==> src/rtl/mem_arbiter_pkg.sv <==
// Shared CPU defines for the memory arbiter.
// Contents: FSM state encoding, RV32 load/store func3 codes, the idle
// func3 code driven to memory when no command is active, and a helper that
// classifies a func3/address pair as misaligned.
package mem_arbiter_pkg;

  typedef enum logic [1:0] {
    ST_IDLE   = 2'd0,
    ST_ACCESS = 2'd1,
    ST_RESP   = 2'd2
  } arb_state_e;

  localparam logic [2:0] F3_LB  = 3'b000;
  localparam logic [2:0] F3_LH  = 3'b001;
  localparam logic [2:0] F3_LW  = 3'b010;
  localparam logic [2:0] F3_LBU = 3'b100;
  localparam logic [2:0] F3_LHU = 3'b101;
  localparam logic [2:0] F3_SB  = 3'b000;
  localparam logic [2:0] F3_SH  = 3'b001;
  localparam logic [2:0] F3_SW  = 3'b010;

  // Matches no load or store code, so memory ignores the command bus.
  localparam logic [2:0] F3_IDLE = 3'b011;

  // Store codes share their values with LB/LH/LW, so only the load names
  // appear as case items.
  function automatic logic misaligned(input logic [2:0] func3,
                                      input logic [1:0] addr_lo);
    case (func3)
      F3_LW:         return addr_lo != 2'b00;
      F3_LH, F3_LHU: return addr_lo[0];
      default:       return 1'b0;
    endcase
  endfunction

endpackage

==> src/rtl/mem_arbiter_rr.sv <==
// Two-way round-robin grant (combinational).
// Ports: valid0_i/valid1_i request bits, last_grant_i = requester that won
// the previous accept; gnt0_o/gnt1_o one-hot (or zero) grant.
// A lone requester always wins; on contention the requester that did not
// win last time is granted.
module mem_arb_rr (
  input  logic valid0_i,
  input  logic valid1_i,
  input  logic last_grant_i,
  output logic gnt0_o,
  output logic gnt1_o
);

  assign gnt0_o = valid0_i & (~valid1_i | last_grant_i);
  assign gnt1_o = valid1_i & (~valid0_i | ~last_grant_i);

endmodule

==> src/rtl/mem_arbiter.sv <==
// Two-port memory arbiter: core data port (req0) and loader/DMA port (req1)
// share one combinational-read memory. Each transaction takes three cycles:
// IDLE (accept), ACCESS (memory command), RESP (one-cycle response).
// Ports:
//   clk, rst_n                       clock, async active-low reset
//   reqN_valid/ready/addr/wdata/we/func3  request handshake + command, N=0,1
//   rspN_valid/rdata/err             one-cycle response to requester N
//   mem_addr/wdata/func3/write/read  memory command (idle-safe outside ACCESS)
//   mem_rdata                        combinational read data from memory
// Build option: define MEM_ARB_ALIGN_CHK_EN to suppress misaligned word and
// halfword accesses and report them through rspN_err.
module mem_arbiter
  import mem_arbiter_pkg::*;
#(
  parameter int ADDR_W = 32
) (
  input  logic              clk,
  input  logic              rst_n,
  input  logic              req0_valid,
  output logic              req0_ready,
  input  logic [ADDR_W-1:0] req0_addr,
  input  logic [31:0]       req0_wdata,
  input  logic              req0_we,
  input  logic [2:0]        req0_func3,
  input  logic              req1_valid,
  output logic              req1_ready,
  input  logic [ADDR_W-1:0] req1_addr,
  input  logic [31:0]       req1_wdata,
  input  logic              req1_we,
  input  logic [2:0]        req1_func3,
  output logic              rsp0_valid,
  output logic [31:0]       rsp0_rdata,
  output logic              rsp0_err,
  output logic              rsp1_valid,
  output logic [31:0]       rsp1_rdata,
  output logic              rsp1_err,
  output logic [ADDR_W-1:0] mem_addr,
  output logic [31:0]       mem_wdata,
  output logic [2:0]        mem_func3,
  output logic              mem_write,
  output logic              mem_read,
  input  logic [31:0]       mem_rdata
);

  arb_state_e        state_q, state_d;
  logic              last_grant_q;
  logic              owner_q;
  logic [ADDR_W-1:0] addr_q;
  logic [31:0]       wdata_q;
  logic              we_q;
  logic [2:0]        func3_q;
  logic [31:0]       rdata_q;

  logic gnt0, gnt1;
  logic idle_ok;
  logic accept0, accept1, accept;
  logic suppress;

  mem_arb_rr u_rr (
    .valid0_i     (req0_valid),
    .valid1_i     (req1_valid),
    .last_grant_i (last_grant_q),
    .gnt0_o       (gnt0),
    .gnt1_o       (gnt1)
  );

  // Ready is also held low while reset is asserted so every output reads 0.
  assign idle_ok    = (state_q == ST_IDLE) & rst_n;
  assign req0_ready = idle_ok & gnt0;
  assign req1_ready = idle_ok & gnt1;
  assign accept0    = req0_valid & req0_ready;
  assign accept1    = req1_valid & req1_ready;
  assign accept     = accept0 | accept1;

`ifdef MEM_ARB_ALIGN_CHK_EN
  logic err_q;

  assign suppress = misaligned(func3_q, addr_q[1:0]);

  always_ff @(posedge clk or negedge rst_n) begin
    if (!rst_n) begin
      err_q <= 1'b0;
    end else if (state_q == ST_ACCESS) begin
      err_q <= suppress;
    end
  end

  assign rsp0_err = rsp0_valid & err_q;
  assign rsp1_err = rsp1_valid & err_q;
`else
  assign suppress = 1'b0;
  assign rsp0_err = 1'b0;
  assign rsp1_err = 1'b0;
`endif

  always_comb begin
    state_d = state_q;
    case (state_q)
      ST_IDLE:   if (accept) state_d = ST_ACCESS;
      ST_ACCESS: state_d = ST_RESP;
      ST_RESP:   state_d = ST_IDLE;
      default:   state_d = ST_IDLE;
    endcase
  end

  // The command bus is only live in an unsuppressed ACCESS; everywhere else
  // it is parked at the idle code so memory can never see a stray write.
  always_comb begin
    mem_addr  = '0;
    mem_wdata = '0;
    mem_func3 = F3_IDLE;
    mem_write = 1'b0;
    mem_read  = 1'b0;
    if (state_q == ST_ACCESS && !suppress) begin
      mem_addr  = addr_q;
      mem_wdata = wdata_q;
      mem_func3 = func3_q;
      mem_write = we_q;
      mem_read  = ~we_q;
    end
  end

  always_ff @(posedge clk or negedge rst_n) begin
    if (!rst_n) begin
      state_q      <= ST_IDLE;
      last_grant_q <= 1'b1;
      owner_q      <= 1'b0;
      addr_q       <= '0;
      wdata_q      <= '0;
      we_q         <= 1'b0;
      func3_q      <= 3'b000;
      rdata_q      <= '0;
    end else begin
      state_q <= state_d;
      if (accept) begin
        last_grant_q <= accept1;
        owner_q      <= accept1;
        addr_q       <= accept1 ? req1_addr  : req0_addr;
        wdata_q      <= accept1 ? req1_wdata : req0_wdata;
        we_q         <= accept1 ? req1_we    : req0_we;
        func3_q      <= accept1 ? req1_func3 : req0_func3;
      end
      if (state_q == ST_ACCESS) begin
        rdata_q <= (we_q || suppress) ? 32'h0 : mem_rdata;
      end
    end
  end

  assign rsp0_valid = (state_q == ST_RESP) & ~owner_q;
  assign rsp1_valid = (state_q == ST_RESP) &  owner_q;
  assign rsp0_rdata = rsp0_valid ? rdata_q : 32'h0;
  assign rsp1_rdata = rsp1_valid ? rdata_q : 32'h0;

endmodule

==> config.mk <==
export PLATFORM = sky130hd
export DESIGN_NAME = mem_arbiter
export DESIGN_NICKNAME = d
export VERILOG_FILES = /design/src/rtl/mem_arbiter_pkg.sv /design/src/rtl/mem_arbiter_rr.sv /design/src/rtl/mem_arbiter.sv
export SDC_FILE = /design/constraint.sdc
export NUM_CORES = 1
export LEC_CHECK = 0
export ABC_AREA = 1
export CAP_MARGIN = 10
export CELL_PAD_IN_SITES_DETAIL_PLACEMENT = 1
export CELL_PAD_IN_SITES_GLOBAL_PLACEMENT = 1
export CORE_MARGIN = 2
export CORE_UTILIZATION = 27
export CTS_CLUSTER_SIZE = 40
export DETAILED_ROUTE_END_ITERATION = 16
export PLACE_DENSITY = 0.9
export SYNTH_ARGS = -nofsm -noshare
export SYNTH_HDL_FRONTEND = slang
export SYNTH_SLANG_ARGS = --single-unit
==> constraint.sdc <==
create_clock -name clk -period 1.65 [get_ports clk]
set_clock_uncertainty 0.1 [all_clocks]
set_input_delay 0.165 -clock clk [delete_from_list [all_inputs] [get_ports clk]]
set_output_delay 0.165 -clock clk [all_outputs]
set_load 0.01 [all_outputs]
==> results_tabular.tex <==
\begin{tabular}{lr}
\hline
Metric & Value \\
\hline
\multicolumn{2}{l}{\textbf{Status}} \\
Run status & finished with violations \\
Violations in the final reports & negative setup slack \\
\multicolumn{2}{l}{\textbf{Synth}} \\
Gate count of the mapped netlist & 896 \\
YS warnings & 0 \\
Combined area of all synthesized cells & 6180 um\^{}2 \\
Portion of the post-synthesis area used by sequential elements & 42.2\% \\
Count of unique library cells instantiated by Yosys & 22 \\
Average size of a mapped cell & 6.89 um\^{}2 \\
Synth Register Bits & 104 \\
\multicolumn{2}{l}{\textbf{CTS}} \\
Clock root buffer master & clkbuf\_16 \\
Clock transition at path regs & 0.08 ns \\
Clock latency at the later pin of the worst-skew pair & 0.35 ns \\
Number of buffers on the longest clock path & 2 \\
Cts bufs inserted & 9 \\
TritonCTS clock tree & yes \\
Max H-tree Level & 3 \\
Clock sinks & 104 \\
\multicolumn{2}{l}{\textbf{Route}} \\
Routed via count & 7365 \\
Via-per-instance ratio & 4.85 \\
First-pass iteration count of the detailed router & 5 \\
Drt first-iter violations & 328 \\
Routed len/inst & 19.2 um \\
DRC violation count after routing & 0 \\
Final routed wirelength across all metal layers & 29200 um \\
Final ANT Viol Nets & 0 \\
\multicolumn{2}{l}{\textbf{Timing}} \\
Actual slew at the worst max-slew pin & 0.617 ns \\
Pins Over Slew Limit & 0 \\
RSZ-0062 raised after global routing & true \\
Post-Route Setup TNS & -37.00 ns \\
Worst path setup slack after routing & -0.261 ns \\
Final period utilization & 116\% \\
Hold Fails Final Rpt & 0 \\
Fmax achieved & 0.523 GHz \\
Post-layout minimum cycle time & 1.91 ns \\
Number of endpoints failing setup at the final stage & 232 \\
Normalized max-slew margin & 58.9\% \\
\multicolumn{2}{l}{\textbf{Cells and area}} \\
Count of inserted antenna diode cells & 0 \\
Area taken by multi-input logic gates & 2850 um\^{}2 \\
Most frequent cells in the layout & nand2\_1 (171), clkdlybuf4s50\_1 (170), inv\_1 (168) \\
Proportion of layout cells with a drive suffix above 1 & 25.9\% \\
FF/Latch Area & 2600 um\^{}2 \\
Final net count & 1403 \\
Most common cell after layout, fill and taps aside & nand2\_1 \\
Synthesis-to-finish area growth & 70.8\% \\
Fill cells & 2724 \\
Design Area, Final & 10500 um\^{}2 \\
\multicolumn{2}{l}{\textbf{Run}} \\
Max-capacitance violation count & 0 \\
\multicolumn{2}{l}{\textbf{Die}} \\
Std cell rows & 55 \\
Height of the die & 155 um \\
Number of I/O pins & 311 \\
Initial Util & 27.4\% \\
Area of the core & 22600 um\^{}2 \\
Die Wd & 155 um \\
Die area & 24100 um\^{}2 \\
\multicolumn{2}{l}{\textbf{Pwr}} \\
Areal power density over the cells & 1180 nW/um\^{}2 \\
Leakage & 5.38 nW \\
Max VDD drop & 401 uV \\
\multicolumn{2}{l}{\textbf{Global route}} \\
Global router's overall resource usage & 21.2\% \\
First-pass GRT wire length & 40300 um \\
Largest net degree at the start of global routing & 105 \\
Total congestion overflow after global routing & 0 \\
Vias in the first global route & 7463 \\
Initial antenna violation count & 1 \\
\multicolumn{2}{l}{\textbf{Critical path}} \\
Arrival time at the worst endpoint & 1.65 ns \\
Setup crit end kind & output pin \\
Largest fanout on the critical path & 17 \\
CP startpoint kind & flip-flop \\
Class of the most critical setup path & flip-flop to output pin \\
Worst Reg-to-Reg Cells & 10 \\
Worst path required time & 1.38 ns \\
\multicolumn{2}{l}{\textbf{Hold path}} \\
Kind of path behind the tightest hold check & primary input to flip-flop \\
Count of cells along the worst hold path & 3 \\
\multicolumn{2}{l}{\textbf{Place}} \\
Final weighted congestion in routability-driven placement & 0.808 \\
Placed Instance Area & 9630 um\^{}2 \\
Input/output buffers & 308 \\
Detailed-placement wirelength estimate & 17500 um \\
\hline
\end{tabular}
synthesized netlist by cell type:
master | n | share of area, %
conb_1 | 1 | 0.061
nor3_1 | 2 | 0.16
dfstp_2 | 1 | 0.43
buf_6 | 1 | 0.18
clkbuf_1 | 13 | 0.79
o21bai_1 | 68 | 8.3
o21ai_0 | 34 | 2.8
nand2_4 | 2 | 0.36
or2_2 | 2 | 0.20
a21oi_4 | 1 | 0.26
buf_2 | 38 | 3.1
nor2_2 | 1 | 0.10
buf_4 | 5 | 0.61
nand3_1 | 136 | 11
nand3_2 | 1 | 0.16
inv_2 | 3 | 0.18
buf_1 | 6 | 0.36
nand2_1 | 172 | 10
inv_1 | 174 | 11
nor2_1 | 130 | 7.9
dfrtp_1 | 103 | 42
nor2_4 | 2 | 0.36
what timing repair did:
item,in CTS,in global routing
gates cloned,5,24
setup buffers,10,8
pin swaps,4,7
hold endpoints to repair,103,0
hold buffers,1,0
resized for setup,577,91
endpoints found under the setup margin,209,240
worst paths after layout:
check	from	endpoint	slack, ns
worst max-delay path	state_q[1]$_DFFE_PN0P_	mem_wdata[26]	-0.26
worst min-delay path	mem_rdata[27]	rdata_q[27]$_DFFE_PN0N_	0.27
worst max register to register	state_q[1]$_DFFE_PN0P_	wdata_q[4]$_DFFE_PN0P_	-0.23
worst min register to register	addr_q[30]$_DFFE_PN0P_	addr_q[30]$_DFFE_PN0P_	0.42
max in group asynchronous	rst_n	wdata_q[23]$_DFFE_PN0P_	0.54
min in group asynchronous	rst_n	addr_q[21]$_DFFE_PN0P_	0.42
cell type report:
type	instances	area share [%]
timing repair buffer	386	35.3
multi-input combinational	553	27.0
sequential	104	24.7
inverter	177	6.46
tap	285	3.38
clock buffer	11	2.40
clock inverter	4	0.724
sequential cells by signal, summed over array words and instances, names as in the netlist:
signal and flops:
addr_q 32, func3_q 3, last_grant_q 1, owner_q 1, rdata_q 32, state_q 2
wdata_q 32, we_q 1
critical path, cell delays in order (launching register included):
cell and delay, ns:
dfrtp_1 0.39, buf_4 0.15, nor2_4 0.15, inv_6 0.10, buf_12 0.17, nor2_1 0.11, clkdlybuf4s15_2 0.24
stage by stage:
stage	power [mW]	hold WS [ns]	worst slack (ns)	utilization, %	instances
floorplan	6.81	-0.231	0.0704	-	897
global placement	8.86	0.272	-0.349	42.7	1457
detailed placement	9.10	0.278	-0.342	42.7	1457
CTS	11.8	0.264	-0.319	43.8	1488
global route	13.4	0.283	-0.328	46.7	1520
finish	12.5	0.275	-0.261	46.7	1520
where the power goes:
part	switching, mW	total (mW)	internal (mW)
sequential	0.593	4.29	3.70
clock	1.04	2.46	1.41
combinational	3.22	5.75	2.52
total	4.86	12.5	7.64
kinds of logic after synthesis:
family / count (synthesis) / share of synthesized area (%)
AND/OR/NAND/NOR: 448 / 30.7
buffers and inverters: 240 / 15.8
other: 1 / 0.0607
AO/OA/AOI/OAI: 103 / 11.3
flip-flops: 104 / 42.2
routing by layer:
metal  track usage, %  part of all wire (%)  vias to the layer above
met4             7.91                   3.0                        0
li1                 -                     -                     3383
met3             4.07                   6.7                       57
met5                0                     0                        -
met2             37.0                    50                      316
met1             25.9                    41                     3609
Power figures use the tool's default switching activity.
